--- config.mk ---
export PLATFORM = sky130hd
export DESIGN_NAME = commit_ctrl
export DESIGN_NICKNAME = d
export VERILOG_FILES = /design/src/rtl/commit_ctrl_pkg.sv /design/src/rtl/commit_ctrl.sv
export SDC_FILE = /design/constraint.sdc
export NUM_CORES = 1
export LEC_CHECK = 0
export CAP_MARGIN = 20
export CORE_MARGIN = 8
export CORE_UTILIZATION = 26
export DETAILED_ROUTE_END_ITERATION = 12
export MAX_ROUTING_LAYER = met4
export PLACE_DENSITY = 0.58
export SLEW_MARGIN = 20
export SYNTH_ARGS = -nofsm -noshare
export SYNTH_HDL_FRONTEND = slang
export SYNTH_SLANG_ARGS = --single-unit
--- constraint.sdc ---
create_clock -name clk_in -period 3 [get_ports clk_in]
set_clock_uncertainty 0.1 [all_clocks]
set_input_delay 0.3 -clock clk_in [delete_from_list [all_inputs] [get_ports clk_in]]
set_output_delay 0.3 -clock clk_in [all_outputs]
set_load 0.01 [all_outputs]
--- src/rtl/commit_ctrl_pkg.sv ---
// Shared retirement definitions: ROB index width, head entry
// type encodings and the commit sequencer state encoding.
package commit_ctrl_pkg;

   localparam int ROB_WIDTH = 4;

   localparam logic [1:0] TYPE_REG    = 2'd0;
   localparam logic [1:0] TYPE_STORE  = 2'd1;
   localparam logic [1:0] TYPE_BRANCH = 2'd2;
   localparam logic [1:0] TYPE_HALT   = 2'd3;

   typedef enum logic [2:0] {
      ST_RUN,
      ST_STORE_WAIT,
      ST_PRE_FLUSH,
      ST_FLUSH,
      ST_HALT
   } state_e;

endpackage

--- src/rtl/commit_ctrl.sv ---
// In-order retirement sequencer: pops the ROB head, drives the
// register commit port, store release handshake and flush pulse.
module commit_ctrl
   import commit_ctrl_pkg::*;
#(
   parameter int FLUSH_CYCLES = 2
) (
   input  logic                 clk_in,
   input  logic                 rst_in,
   input  logic                 rdy_in,
   input  logic                 head_valid,
   input  logic                 head_ready,
   input  logic [ROB_WIDTH-1:0] head_rob_id,
   input  logic [1:0]           head_type,
   input  logic [4:0]           head_rd,
   input  logic [31:0]          head_val,
   input  logic                 head_mispredict,
   input  logic [31:0]          head_target,
   output logic                 head_pop,
   output logic [4:0]           commit_reg_id,
   output logic [31:0]          commit_val,
   output logic [ROB_WIDTH-1:0] commit_rob_id,
   output logic                 store_req,
   output logic [ROB_WIDTH-1:0] store_rob_id,
   input  logic                 store_ack,
   output logic                 clear,
   output logic [31:0]          clear_pc,
   output logic                 halted,
   output logic [31:0]          retire_count
);

   localparam logic [3:0] FLUSH_LOAD = 4'(FLUSH_CYCLES - 1);

   state_e               state_q, state_d;
   logic [3:0]           cnt_q, cnt_d;
   logic [31:0]          target_q, target_d;
   logic [4:0]           commit_reg_id_q, commit_reg_id_d;
   logic [31:0]          commit_val_q, commit_val_d;
   logic [ROB_WIDTH-1:0] commit_rob_id_q, commit_rob_id_d;
   logic                 store_req_q, store_req_d;
   logic [ROB_WIDTH-1:0] store_rob_id_q, store_rob_id_d;
   logic                 clear_q, clear_d;
   logic [31:0]          clear_pc_q, clear_pc_d;
   logic                 halted_q, halted_d;
   logic [31:0]          retire_count_q, retire_count_d;
   logic                 pop;
   logic                 take;

   always_comb begin
      state_d         = state_q;
      cnt_d           = cnt_q;
      target_d        = target_q;
      commit_reg_id_d = '0;
      commit_val_d    = commit_val_q;
      commit_rob_id_d = commit_rob_id_q;
      store_req_d     = store_req_q;
      store_rob_id_d  = store_rob_id_q;
      clear_d         = 1'b0;
      clear_pc_d      = '0;
      halted_d        = halted_q;
      pop             = 1'b0;
      take            = head_valid && head_ready;

      unique case (state_q)
         ST_RUN: begin
            if (take) begin
               unique case (head_type)
                  TYPE_STORE: begin
                     store_req_d    = 1'b1;
                     store_rob_id_d = head_rob_id;
                     state_d        = ST_STORE_WAIT;
                  end
                  TYPE_HALT: begin
                     pop      = 1'b1;
                     halted_d = 1'b1;
                     state_d  = ST_HALT;
                  end
                  TYPE_REG, TYPE_BRANCH: begin
                     pop             = 1'b1;
                     commit_reg_id_d = head_rd;
                     commit_val_d    = head_val;
                     commit_rob_id_d = head_rob_id;
                     if (head_type == TYPE_BRANCH && head_mispredict) begin
                        target_d = head_target;
                        state_d  = ST_PRE_FLUSH;
                     end
                  end
               endcase
            end
         end
         ST_STORE_WAIT: begin
            if (store_ack) begin
               pop         = 1'b1;
               store_req_d = 1'b0;
               state_d     = ST_RUN;
            end
         end
         // link write is visible this cycle; clear follows so it is kept
         ST_PRE_FLUSH: begin
            clear_d    = 1'b1;
            clear_pc_d = target_q;
            cnt_d      = FLUSH_LOAD;
            state_d    = ST_FLUSH;
         end
         ST_FLUSH: begin
            if (cnt_q == '0) begin
               state_d = ST_RUN;
            end else begin
               cnt_d = cnt_q - 4'd1;
            end
         end
         ST_HALT: begin
            store_req_d = 1'b0;
         end
         default: begin
            state_d = ST_RUN;
         end
      endcase

      retire_count_d = retire_count_q + 32'(pop);
   end

   always_ff @(posedge clk_in) begin
      if (rst_in) begin
         state_q         <= ST_RUN;
         cnt_q           <= '0;
         target_q        <= '0;
         commit_reg_id_q <= '0;
         commit_val_q    <= '0;
         commit_rob_id_q <= '0;
         store_req_q     <= 1'b0;
         store_rob_id_q  <= '0;
         clear_q         <= 1'b0;
         clear_pc_q      <= '0;
         halted_q        <= 1'b0;
         retire_count_q  <= '0;
      end else if (rdy_in) begin
         state_q         <= state_d;
         cnt_q           <= cnt_d;
         target_q        <= target_d;
         commit_reg_id_q <= commit_reg_id_d;
         commit_val_q    <= commit_val_d;
         commit_rob_id_q <= commit_rob_id_d;
         store_req_q     <= store_req_d;
         store_rob_id_q  <= store_rob_id_d;
         clear_q         <= clear_d;
         clear_pc_q      <= clear_pc_d;
         halted_q        <= halted_d;
         retire_count_q  <= retire_count_d;
      end
   end

   assign head_pop      = pop && rdy_in;
   assign commit_reg_id = commit_reg_id_q;
   assign commit_val    = commit_val_q;
   assign commit_rob_id = commit_rob_id_q;
   assign store_req     = store_req_q;
   assign store_rob_id  = store_rob_id_q;
   assign clear         = clear_q;
   assign clear_pc      = clear_pc_q;
   assign halted        = halted_q;
   assign retire_count  = retire_count_q;

endmodule

Word level (Yosys, flattened, before mapping):

Index checks and enable logic that the tools add are counted.

* bits in registers: 151
* latch bits: 0
* RAM bits: 0
* ROM bits: 0
* input port bits: 82
* output and inout bits: 113
* word-level logic and storage cells: 66
* memories kept: 0

* add/sub/neg operators: 2
* $mul: 0
* div/mod/pow operators: 0
* $lt $le $gt $ge: 0
* equal/unequal tests: 13
* shift operators: 0
* multiplexer cells: 21
* bitwise operators: 1
* reductions and logical operators: 17

Operator list (number)
* 32-bit by 1-bit adder with 32-bit output: 1
* 32-bit 2-to-1 mux: 1
* 5-bit 2-to-1 mux: 3
* 3-bit one-hot mux with 5 select lines: 1
* 3-bit 2-to-1 mux: 4
* 4-bit AND reduction: 3
* 5-bit AND reduction: 2
* 3-bit one-hot mux with 3 select lines: 1
* 2-bit inequality test, second input constant: 4
* 4-bit one-hot mux with 2 select lines: 1
* 1-bit 2-to-1 mux: 7
* 3-bit by 2-bit equality test with 1-bit output, second input constant: 2
* 6-bit AND reduction: 1
* 2-bit equality test, second input constant: 2
* 4-bit logical NOT: 1
* 4-bit 2-to-1 mux: 1
* 4-bit by 1-bit subtractor with 4-bit output, second input constant: 1
* 3-bit by 1-bit equality test with 1-bit output, second input constant: 1
* 3-bit equality test, second input constant: 1
* 1-bit logical AND: 3
* 3-bit logical NOT: 1
* 3-bit inequality test, second input constant: 1
* 1-bit one-hot mux with 3 select lines: 1
* 3-bit AND reduction: 1
* 9 further kinds: 9

Depth between registers and ports, before layout:

Gate-level depths: netlist (run 1).

* word-level depth: 6
* mapped depth: 12
* gate-level depth less buffers: 9

Least setup slack after synthesis (run 1):

Ideal clock, no wire load.

* path type: reg-to-reg
* from: register state_q[2]
* to: register retire_count_q[20], in the netlist retire_count[20]
* setup time: 0.070 ns
* arrival time: 2.663 ns
* required time: 2.830 ns
* path slack: 0.166 ns
* cell stages (with the launch flop): 11
* buffers on the path: 2
* period minus slack after synthesis: 2.834 ns
* cell sequence: dfxtp_1 clkbuf_1 nor2_1 and2_1 ha_1 ha_1 nand3_2 or4_1 buf_2 or4_1 a21oi_1

* word-level cells in the longest chain between the ends: 3
* elaborated cells on any way between the ends: 4
* classes of those cells: add/sub: 1; eq/ne: 1; mux: 1; reduce/logical: 1

RTL lines
* start, declared: line commit_ctrl.sv:34 `state_e state_q, state_d;`
* start signal, assigned: line commit_ctrl.sv:138 `state_q <= state_d;`
* 3-bit by 1-bit equality test with 1-bit output or 3-bit logical NOT (tied branches): line commit_ctrl.sv:64 `unique case (state_q)`
* 1-bit one-hot mux with 2 select lines *: line commit_ctrl.sv:64
* 32-bit by 1-bit adder with 32-bit output *: line commit_ctrl.sv:120 `retire_count_d = retire_count_q + 32'(pop);`
* end signal, assigned: line commit_ctrl.sv:149 `retire_count_q <= retire_count_d;`
* end, declared: line commit_ctrl.sv:45 `logic [31:0] retire_count_q, retire_count_d;`

Every way passes the cells marked *; elsewhere a longest branch is shown, timed or not.
A chain may end at the register's enable or synchronous reset.

Final worst setup path (run 1):

* from: input port head_type[0]
* to: register retire_count_q[22], in the netlist retire_count[22]

* word-level cells in the longest chain between the ends: 6
* elaborated cells on any way between the ends: 8
* classes of those cells: add/sub: 1; eq/ne: 2; mux: 3; reduce/logical: 2

RTL lines
* start, declared: line commit_ctrl.sv:14 `input logic [1:0] head_type,`
* 2-bit equality test or 2-bit logical NOT (tied branches): line commit_ctrl.sv:67 `unique case (head_type)`
* 3-bit OR reduction (no source line) *
* 1-bit 2-to-1 mux *: line commit_ctrl.sv:67
* 1-bit 2-to-1 mux *: line commit_ctrl.sv:66 `if (take) begin`
* 1-bit one-hot mux with 2 select lines *: line commit_ctrl.sv:64
* 32-bit by 1-bit adder with 32-bit output *: line commit_ctrl.sv:120

Marked as above.

==> impl_metrics.yaml, run 1 <==
logic_synthesis:
  yosys.cell_types.count: 43
  synth.yosys.seq_area_share: 0.5274
  postSynthNetCount: 729
  number_of_flops_mapped_to_enable_cells_by_yosys: 0
  netlist_instances: 644
  ys.flop_type: "dfxtp_1"
  synth.area.top_cells: "dfxtp_1 53%, mux2i_1 6.6%, nor2_1 6.0%, nand2_1 5.6%, a21oi_1 5.5%"
  synth_seq_cells: 151
  synthDominantCellAreaShare: 0.5274
  async_reset_ff_frac: 0
  post-synth-top-area-cell: "dfxtp_1"
  netlist_area_mm2: 0.005732
  syn-mean-instance-area_um2: 8.900
  yosysWarnings: 0
worst_hold_path:
  hold_path.startpoint: "rst_in"
  hold_path.class: "in -> reg"
  worst_hold_path.num_cells: 2
final_layout:
  post-route-cell-area_mm2: 0.008672
  multi_input_area_mm2: 0.002494
  drive_above_1_share: 0.07412
  flow.area_growth_from_synthesis_pct: 51.30
  final_cell_mix: "193 x clkdlybuf4s50_1, 151 x dfxtp_1, 91 x nor2_1, 85 x nand2_1, 63 x a21oi_1"
  num-nets-final: 922
  finish.cell_count_without_fillers: 1130
  postLayoutCoreUtil: 0.3986
  most_common_library_cell_in_the_layout_ignoring_fill_and_taps: "clkdlybuf4s50_1"
  filler_cell_count: 2173
  layout.area.seq_mm2: 0.003023
  antenna_cells: 0
clock_tree:
  clock_sinks: 151
  cts-root-buf: "clkbuf_16"
  clkSlewWorstSetupHoldPaths_ns: 0.06
  worstSkewPairLatency_ns: 0.41
  clock_tree_from_tritoncts: "yes"
  post_cts_hold_buffer_count: 0
  clk_path_buf_depth: 2
  htree_num_levels: 4
  cts_buffers: 17
setup_path:
  worstRegToRegCells: 9
  timing.critical_path.cells: "clkdlybuf4s50_1 > nor2b_2 > o31ai_2 > and2_1 > ha_1 > ha_1 > nand3_2 > or4_1 > buf_4 > or4_1 > a21oi_1"
  timing.critical_path.arrival_ns: 3.12
  r2r_slack_ns: 0.28
  worstSetupStartpoint: "head_type[0]"
  crit_path_max_incr_delay_ns: 0.53
  critical_path.reg2reg.startpoint: "state_q[0]"
  setup.worst_path.start_class: "primary input"
  crit_end: "retire_count[22]"
  critPathRequiredTime_ns: 3.24
  r2r-end: "retire_count[22]"
  worstPathMaxFanout: 12
  cp_max_stage_cell: "or4_1"
  startpoint_to_endpoint_class_of_the_critical_path: "in -> reg"
  timing.critical_path.to_type: "flop"
timing:
  fmax_ghz: 0.3480
  finalHoldViolCount: 0
  finalMaxSlewViolations: 0
  slew_hr: 0.5857
  period_share: 0.9578
  fin_crit_ns: 2.874
  setup-violations-final: 0
  worst-slew-pin-transition_ns: 0.6215
  setup-tns-final_ns: 0
global_route:
  maximum_number_of_pins_on_one_net_before_global_route_repair: 66
  vias_in_the_first_global_route: 5151
  antenna_found_initial: 0
  grt_pass1_wl_um: 26840
  globalRouteTotalUtil: 0.1271
  grt_remaining_overflow: 0
drt:
  drtIter0Drc: 242
  postRouteWirelength_um: 17210
  drt_pass_1_iters: 4
  final_antenna_violating_net_count: 0
  via_count: 5174
  drt_drc_violations_left: 0
  wire_per_inst_um: 15.23
  route.detailed.vias_per_inst: 4.579
die:
  boundaryPins: 195
  chipWidth_um: 164.5
  die_area_mm2: 0.02705
  floorplan.die.height_um: 164.5
  start_util: 0.2635
  num_rows: 54
  fp.coreArea_mm2: 0.02176
power:
  power_density_mw_per_mm2: 517.9
  leakage_nw: 3.215
  power_mw: 4.492
  ir_drop_mv: 0.3225
placement:
  portBuffers: 194
  final_weighted_congestion_in_routability_driven_placement: 0.7402
  postPlaceCellArea_mm2: 0.008068
  detailedPlacementHpwl_um: 12040
  placed_instances: 1098
job:
  max-cap-violations: 0
run_status:
  run_status: "finished, final reports clean"
layer usage:
metal	vias up	GRT usage	routed length (µm)
li1	2627	-	-
met1	2404	0.1546	7959
met2	135	0.2000	7822
met3	8	0.04586	1335
met4	0	0.02621	91
met5	-	-	0
critical path: cells and delay by family:
family | cells | cell delay [ns]
adder cells (fa/ha/maj) | 2 | 0.35
AND/OR/NAND/NOR | 5 | 1.49
AO/OA/AOI/OAI | 2 | 0.36
buffers and inverters | 2 | 0.62
power breakdown:
part	switching (mW)	internal (mW)	total, mW
logic	0.123	0.157	0.280
registers	0.0109	2.02	2.03
clock network	0.850	1.33	2.18
total	0.985	3.51	4.49
through the flow:
step | hold WS [ns] | setup WS, ns
6_report | 0.2986 | 0.1265
3_5_place_dp | 0.3398 | -0.3647
4_1_cts | 0.2891 | 0.04892
2_1_floorplan | 0.3360 | 0.1661
5_1_grt | 0.3136 | -0.01614
3_3_place_gp | 0.3411 | -0.3038
area by class of cell:
cell class | count | area share
Clock buffer | 19 | 0.05107
Sequential cell | 151 | 0.3486
Timing Repair Buffer | 220 | 0.2490
Clock inverter | 13 | 0.01775
Multi-Input combinational cell | 434 | 0.2875
Tap cell | 280 | 0.04040
Inverter | 13 | 0.005627
worst min-delay path by stage:
stage | to | slack, ns
floorplan | commit_rob_id[0] | 0.34
detailed placement | halted | 0.34
global placement | halted | 0.34
global route | retire_count[1] | 0.31
finish | clear_pc[31] | 0.30
CTS | clear_pc[31] | 0.29
cells in the mapped netlist, types with 2 or more instances:
library cell and number:
or4_1 15, o31ai_1 13, nor2_1 91, nor4_1 2, o21a_1 2, a21oi_1 63, and3_1 2, or3_1 9
and3b_1 2, clkbuf_1 37, nand2_1 85, inv_1 13, nand3_1 10, buf_2 6, a22oi_1 37, nor2b_1 3
ha_1 3, nand4_1 11, buf_1 3, nor3_1 8, mux2i_1 38, dfxtp_1 151, o21ai_1 8, xnor2_1 6
o21ai_0 4, xor2_1 5
cell families after synthesis:
kind of cell               synth area share
and+or+nand+nor                      0.1984
DFF                                  0.5274
AOI/OAI and AO/OA                    0.1445
buffers and inverters               0.03995
muxes                               0.06636
xor gates and xnor gates            0.01681
adders and majority gates          0.006549
registers in the layout (all words and copies together) (netlist names), 3 cells and up:
signal	count
cnt_q	4
commit_val	32
target_q	32
retire_count	32
store_rob_id	4
state_q	3
commit_rob_id	4
clear_pc	32
commit_reg_id	5
timing repair:
item,in CTS,in global routing
endpoints found under the hold margin,0,0
setup buffers,0,0
setup endpoints to repair,0,9
resized for setup,0,2
Power figures use the tool's default switching activity.
==> run 2, diff against run 1 <==
RECOVER_POWER = 25   (was unset)
SKIP_LAST_GASP = 1   (was unset)
==> run 2 against run 1 <==
Compared with the run above: die area unchanged; worst hold slack about the same; via count about the same; highest routed layer unchanged; clock power about the same; largest cell class unchanged; worst setup slack got worse by 0.00087 ns.
==> impl_metrics.yaml, run 2 (same netlist as run 1, synthesis figures left out) <==
run_status:
  run_status: "finished, final reports clean"
clock_tree:
  worstSkewPairLatency_ns: 0.41
  cts-root-buf: "clkbuf_16"
  clkSlewWorstSetupHoldPaths_ns: 0.06
  cts_buffers: 17
  clk_path_buf_depth: 2
  cts_setup_buffers: 0
  htree_num_levels: 4
  post_cts_resize_count: 0
  clock_sinks: 151
  post_cts_hold_buffer_count: 0
  clock_tree_from_tritoncts: "yes"
timing:
  setup-violations-final: 0
  setup-tns-final_ns: 0
  fin_crit_ns: 2.874
  slew_hr: 0.2991
  finalHoldViolCount: 0
  finalMaxSlewViolations: 0
  fmax_ghz: 0.3479
  worst-slew-pin-transition_ns: 1.043
  period_share: 0.9581
die:
  boundaryPins: 195
  start_util: 0.2635
  floorplan.die.height_um: 164.5
  num_rows: 54
  chipWidth_um: 164.5
  fp.coreArea_mm2: 0.02176
  die_area_mm2: 0.02705
setup_path:
  timing.critical_path.cells: "clkdlybuf4s50_1 > nor2b_2 > o31ai_2 > and2_1 > ha_1 > ha_1 > nand3_2 > or4_1 > buf_4 > or4_1 > a21oi_1"
  cp_max_stage_cell: "or4_1"
  startpoint_to_endpoint_class_of_the_critical_path: "in -> reg"
  worstRegToRegCells: 9
  critPathTopFamily: "simple AND/OR/NAND/NOR gates"
  critical_path_depth: 11
  worstPathMaxFanout: 12
  critPathRequiredTime_ns: 3.24
  crit_path_max_incr_delay_ns: 0.53
  setup.worst_path.start_class: "primary input"
  timing.critical_path.arrival_ns: 3.12
  timing.critical_path.to_type: "flop"
  critical_path.n_buffers_inverters: 2
drt:
  postRouteWirelength_um: 17200
  wire_per_inst_um: 15.22
  route.detailed.vias_per_inst: 4.577
  drt_pass_1_iters: 4
  via_count: 5172
  drtIter0Drc: 246
  final_antenna_violating_net_count: 0
  drt_drc_violations_left: 0
placement:
  detailedPlacementHpwl_um: 12040
  placed_instances: 1098
  final_weighted_congestion_in_routability_driven_placement: 0.7402
  postPlaceCellArea_mm2: 0.008068
  portBuffers: 194
final_layout:
  most_common_library_cell_in_the_layout_ignoring_fill_and_taps: "dfxtp_1"
  flow.area_growth_from_synthesis_pct: 50.99
  postLayoutCoreUtil: 0.3978
  finish.cell_count_without_fillers: 1130
  drive_above_1_share: 0.07176
  antenna_cells: 0
  post-route-cell-area_mm2: 0.008655
  num-nets-final: 922
  final_cell_mix: "151 x dfxtp_1, 135 x clkdlybuf4s50_1, 91 x nor2_1, 85 x nand2_1, 63 x a21oi_1"
worst_hold_path:
  worst_hold_path.num_cells: 2
  hold_path.class: "in -> reg"
global_route:
  maximum_number_of_pins_on_one_net_before_global_route_repair: 66
  antenna_found_initial: 0
  globalRouteTotalUtil: 0.1271
  vias_in_the_first_global_route: 5151
  grt_pass1_wl_um: 26840
  grt_remaining_overflow: 0
power:
  ir_drop_mv: 0.3231
  power_density_mw_per_mm2: 518.4
  power_mw: 4.486
  leakage_nw: 3.410
job:
  max-cap-violations: 0
## run 2: cell count changes in the layout (fill, tap and decap cells not counted)
cell and delta:
clkdlybuf4s50_1 -58, dlygate4sd3_1 +58, buf_4 -2, clkbuf_1 +1, clkbuf_2 +1, nor3_1 +1
nor3_4 -1
## run 2: stage by stage
step                      worst slack (ns)  hold WS [ns]
final                               0.1256        0.2991
after CTS                          0.04892        0.2891
after detailed placement           -0.3647        0.3398
after global placement             -0.3038        0.3411
after global routing              -0.01614        0.3136
after floorplan                     0.1661        0.3360
## run 2: worst paths after layout
check | start | end | slack [ns]
max | head_type[0] | retire_count[22] | 0.13
min | rst_in | clear_pc[31] | 0.30
max reg2reg | state_q[0] | retire_count[22] | 0.28
min reg2reg | halted | halted | 0.34
## run 2: area by class of cell
| type | instances | area, µm² |
|---|---|---|
| repair buffers | 220 | 2153 |
| multi-input cells | 434 | 2482 |
| inverters | 13 | 48.80 |
| fillers | 2178 | 13100 |
| well taps | 280 | 350.3 |
| clock inverters | 13 | 153.9 |
| flip-flops and latches | 151 | 3023 |
| clock buffers | 19 | 442.9 |
## run 2: power by group
| part | internal (mW) | leakage, nW | total [mW] | switching [mW] |
|---|---|---|---|---|
| combinational | 0.152 | 1.91 | 0.275 | 0.123 |
| sequential | 2.02 | 1.22 | 2.03 | 0.0105 |
| clock | 1.33 | 0.285 | 2.18 | 0.851 |
| total | 3.50 | 3.41 | 4.49 | 0.985 |
## run 2: worst register-to-register path, delay by kind of cell, from the launching register on
family                   cells  cell delay (ns)
AO/OA/AOI/OAI                2             0.41
adder cells (fa/ha/maj)      2             0.35
buffers and inverters        1             0.19
flip-flops                   1             0.33
AND/OR/NAND/NOR              4             1.28
## run 2: routing by layer
| metal | track usage | wire length, µm | share of wire | vias up |
|---|---|---|---|---|
| met4 | 0.02621 | 91 | 0.0053 | 0 |
| met1 | 0.1546 | 7993 | 0.46 | 2398 |
| li1 | - | - | - | 2630 |
| met2 | 0.2000 | 7789 | 0.45 | 136 |
| met3 | 0.04586 | 1328 | 0.077 | 8 |
| met5 | - | 0 | 0 | - |
